==> src/rtl/mem_arb.sv <==
// Memory arbiter: shares one memory port between fetch and data requesters.
// Data has fixed priority; a watchdog and misalignment check trap into a sticky error.
module mem_arb #(
  parameter int unsigned WDOG = 15
) (
  input  logic        clk,
  input  logic        rst,
  input  logic        if_req,
  input  logic [15:0] if_addr,
  input  logic        dm_req,
  input  logic        dm_wr,
  input  logic [15:0] dm_addr,
  input  logic [15:0] dm_wdata,
  input  logic        halt,
  output logic        mem_en,
  output logic        mem_wr,
  output logic [15:0] mem_addr,
  output logic [15:0] mem_wdata,
  input  logic [15:0] mem_rdata,
  input  logic        mem_done,
  output logic        if_done,
  output logic [15:0] if_rdata,
  output logic        dm_done,
  output logic [15:0] dm_rdata,
  output logic        if_stall,
  output logic        dm_stall,
  output logic        halted,
  output logic        err
);

  typedef enum logic [2:0] {
    StIdle,
    StBusyIf,
    StBusyDm,
    StHalted,
    StErr
  } state_e;

  // Counter value in the last permitted busy cycle.
  localparam logic [3:0] WdogLast = 4'(WDOG - 1);

  state_e      state_q, state_d;
  logic [3:0]  cnt_q, cnt_d;
  logic        wr_q, wr_d;
  logic [15:0] addr_q, addr_d;
  logic [15:0] wdata_q, wdata_d;
  logic        mem_en_q, mem_en_d;
  logic        halted_q, halted_d;
  logic        err_q, err_d;

  always_comb begin
    state_d  = state_q;
    cnt_d    = cnt_q;
    wr_d     = wr_q;
    addr_d   = addr_q;
    wdata_d  = wdata_q;
    mem_en_d = 1'b0;
    unique case (state_q)
      StIdle: begin
        if (halt) begin
          state_d = StHalted;
        end else if (dm_req) begin
          if (dm_addr[0]) begin
            state_d = StErr;
          end else begin
            state_d  = StBusyDm;
            wr_d     = dm_wr;
            addr_d   = dm_addr;
            wdata_d  = dm_wdata;
            cnt_d    = 4'd0;
            mem_en_d = 1'b1;
          end
        end else if (if_req) begin
          state_d  = StBusyIf;
          wr_d     = 1'b0;
          addr_d   = if_addr;
          cnt_d    = 4'd0;
          mem_en_d = 1'b1;
        end
      end
      StBusyIf, StBusyDm: begin
        if (mem_done) begin
          state_d = halt ? StHalted : StIdle;
        end else if (cnt_q == WdogLast) begin
          state_d = StErr;
        end else begin
          cnt_d = cnt_q + 4'd1;
        end
      end
      default: state_d = state_q;
    endcase
    halted_d = (state_d == StHalted);
    err_d    = (state_d == StErr);
  end

  always_ff @(posedge clk or posedge rst) begin
    if (rst) begin
      state_q  <= StIdle;
      cnt_q    <= 4'd0;
      wr_q     <= 1'b0;
      addr_q   <= 16'd0;
      wdata_q  <= 16'd0;
      mem_en_q <= 1'b0;
      halted_q <= 1'b0;
      err_q    <= 1'b0;
    end else begin
      state_q  <= state_d;
      cnt_q    <= cnt_d;
      wr_q     <= wr_d;
      addr_q   <= addr_d;
      wdata_q  <= wdata_d;
      mem_en_q <= mem_en_d;
      halted_q <= halted_d;
      err_q    <= err_d;
    end
  end

  always_comb begin
    mem_en    = mem_en_q;
    mem_wr    = wr_q & (state_q == StBusyDm);
    mem_addr  = addr_q;
    mem_wdata = wdata_q;
    if_done   = mem_done & (state_q == StBusyIf);
    dm_done   = mem_done & (state_q == StBusyDm);
    if_rdata  = mem_rdata;
    dm_rdata  = mem_rdata;
    if_stall  = if_req & ~if_done;
    dm_stall  = dm_req & ~dm_done;
    halted    = halted_q;
    err       = err_q;
  end

endmodule
==> config.mk <==
export PLATFORM = sky130hd
export DESIGN_NAME = mem_arb
export DESIGN_NICKNAME = d
export VERILOG_FILES = /design/src/rtl/mem_arb.sv
export SDC_FILE = /design/constraint.sdc
export NUM_CORES = 1
export LEC_CHECK = 0
export ABC_AREA = 1
export CORE_UTILIZATION = 40
export CTS_CLUSTER_SIZE = 8
export DETAILED_ROUTE_END_ITERATION = 10
export PLACE_DENSITY = 0.95
export SLEW_MARGIN = 20
export SYNTH_ARGS = -nofsm -noshare
export SYNTH_HDL_FRONTEND = slang
export SYNTH_SLANG_ARGS = --single-unit
==> constraint.sdc <==
create_clock -name clk -period 3.6 [get_ports clk]
set_input_delay 0.36 -clock clk [delete_from_list [all_inputs] [get_ports clk]]
set_output_delay 0.36 -clock clk [all_outputs]
set_load 0.01 [all_outputs]
==> impl_metrics.py <==
metrics = {
    "status": {
        "status": "completed",
    },
    "critical_path": {
        "arrival_ns": 2.07,
        "path_class": "in -> out",
        "r2r_slack_ns": 1.96,
        "worstPathRequired_ns": 3.24,
        "ff2ff_path_depth": 7,
        "path_max_fanout": 20,
        "r2r_start": "state_q[0]",
        "start_kind": "input pin",
        "end_kind": "output port",
        "r2r-end": "mem_wdata[0]",
    },
    "clock_tree": {
        "cts_max_level": 2,
        "cts_buffer_depth": 2,
        "clk_pin_slew_ns": 0.08,
        "cts_setup_buffers": 0,
        "cts.root.buffer_cell": "clkbuf_8",
        "cts_tree": "done",
        "cts_resized": 0,
        "cts_inserted_buffers": 5,
        "hold_buffers": 0,
        "cts_sinks": 43,
        "clk_latency_ns": 0.29,
    },
    "timing": {
        "setup_tns_ns": 0,
        "fin_crit_sh": 0.674,
        "finalSetupViolations": 0,
        "fin_crit_ns": 2.43,
        "tightestPinTransition_ns": 0.859,
        "rsz0062_at_grt": "no",
        "hold_violations": 0,
        "worst_clock_skew_ns": 0.00696,
        "slew_headroom": 0.427,
        "max_freq_mhz": 412,
        "fin_hold_ws_ns": 0.498,
        "drv_slew": 0,
    },
    "placement": {
        "io_buffer_count": 94,
        "gp_congestion": 0.807,
        "place_hpwl_um": 4130,
    },
    "route": {
        "route.met2.wl_um": 2710,
        "wl_met1_um": 2320,
        "wire_per_inst_um": 13.1,
        "drt_iter0_markers": 127,
        "via_per_inst": 4.80,
        "ant_nets": 0,
        "top_layer": "met4",
        "met3WireLength_um": 407,
        "drc": 0,
        "dr.pass1.iters": 4,
        "vias": 2025,
        "routed_wl_um": 5510,
    },
    "die": {
        "die_y_um": 77.7,
        "die_area_um2": 6040,
        "initial_core_util": 0.416,
        "io_pins": 143,
        "die_w_um": 77.7,
        "rows": 27,
        "core_um2": 5510,
    },
    "logic_synthesis": {
        "yosys_warnings": 0,
        "syn_inst": 289,
        "seq_area_frac_synth": 0.469,
        "synth_seq_cells": 43,
        "synth.distinct_cells": 21,
        "syn_area_um2": 2290,
        "syn-num-nets": 362,
        "syn_area_per_cell_um2": 7.93,
    },
    "min_path": {
        "whs_path_depth": 2,
        "min_from": "mem_wdata[2]",
        "hold_end": "mem_wdata[2]",
        "hold_path_class": "reg -> reg",
    },
    "pwr": {
        "p_seq_frac": 0.533,
        "combPwrFrac": 0.153,
        "ir_drop_uv": 161,
        "power_frac_clock": 0.315,
        "p_per_area_nw_per_um2": 304,
        "p_sw_frac": 0.240,
        "internal-power_uw": 718,
        "p_sw_uw": 227,
        "p_leak_uw": 0.00150,
    },
    "global_routing": {
        "grtUsageTotal": 0.186,
        "antenna_found_initial": 0,
        "grt_pass1_wl_um": 8840,
        "grt_remaining_overflow": 0,
        "grt_max_degree": 44,
        "grt_pass1_vias": 1858,
    },
    "final_layout": {
        "final_common_cell": "nand2_1",
        "fin_nets": 422,
        "antenna_cells": 0,
        "area_delta_synth_final_pct": 35.7,
        "mostFrequentLayoutCells": "97 x nand2_1, 94 x clkdlybuf4s50_1, 43 x dfrtp_1",
        "drive_gt1_frac": 0.0486,
    },
    "flow_run": {
        "max_cap_violations": 0,
    },
}
## worst max path at each step
stage	startpoint	endpoint	cells after the start
after floorplan	rst	cnt_q[0]	1
after global placement	dm_req	mem_addr[3]	6
after detailed placement	dm_req	mem_addr[4]	7
after CTS	dm_req	dm_stall	4
after global routing	dm_req	mem_addr[3]	7
final	dm_req	dm_stall	4
## power groups by stage
stage / logic, µW / clock network, µW / registers, µW
2_1_floorplan: 77.6 / 0 / 518
3_3_place_gp: 142 / 0 / 513
3_5_place_dp: 145 / 0 / 513
4_1_cts: 146 / 304 / 503
5_1_grt: 157 / 329 / 505
6_report: 144 / 298 / 503
## cells by family after synthesis
family | synth area share
AO/OA/AOI/OAI | 0.0890
buffers and inverters | 0.161
XOR/XNOR | 0.00382
flip-flops | 0.469
adder cells (fa/ha/maj) | 0.0109
AND/OR/NAND/NOR | 0.266
## area by class of cell
type,count,area (µm²)
clock buffer,6,72.6
clock inverter,2,12.5
fill,477,2400
inverter,19,71.3
multi-input combinational,186,847
sequential,43,1080
tap,72,90.1
timing repair buffer,94,941
## worst max-delay path, stage by stage
cell             delay, ns
clkdlybuf4s50_1       0.90
o21ai_0               0.20
inv_1                 0.08
clkdlybuf4s50_1       0.53
## per-layer routing
metal,vias up,track usage
li1,1005,-
met1,927,0.236
met2,82,0.310
met3,11,0.0471
met4,0,0.0623
met5,-,0
## Yosys cell counts
library cell  count  area share
clkbuf_1          4      0.0065
o21ai_0          19       0.041
nor2_4            3       0.015
buf_4            34        0.11
nand2_1          97        0.16
dfrtp_1          43        0.47
nand3_2           1      0.0044
nor2_1           25       0.041
nand3_1          14       0.031
nand4_1           2      0.0055
buf_6             2      0.0098
buf_2             1      0.0022
a21oi_1           1      0.0022
a31oi_1          15       0.041
xor2_1            1      0.0038
ha_1              2       0.011
nand2_2           3      0.0082
inv_1            17       0.028
o21ai_1           2      0.0044
nor2b_1           1      0.0027
inv_2             2      0.0033
## metrics by stage
stage	util	cell area (µm²)	total power (µW)	instances	setup slack, ns
final	0.565	3110	945	422	1.17
after global routing	0.565	3110	992	422	0.982
after CTS	0.565	3110	953	422	1.18
after detailed placement	0.549	3030	658	414	0.901
after global placement	0.549	3030	654	414	1.03
after floorplan	-	2290	596	289	2.24
## registers in the layout, summed over array words and instances (netlist names)
register   cells
wr_q           1
mem_wdata     16
state_q        3
mem_en         1
mem_addr      16
err            1
cnt_q          4
halted         1
No activity file was read; power rests on OpenSTA's default activity.
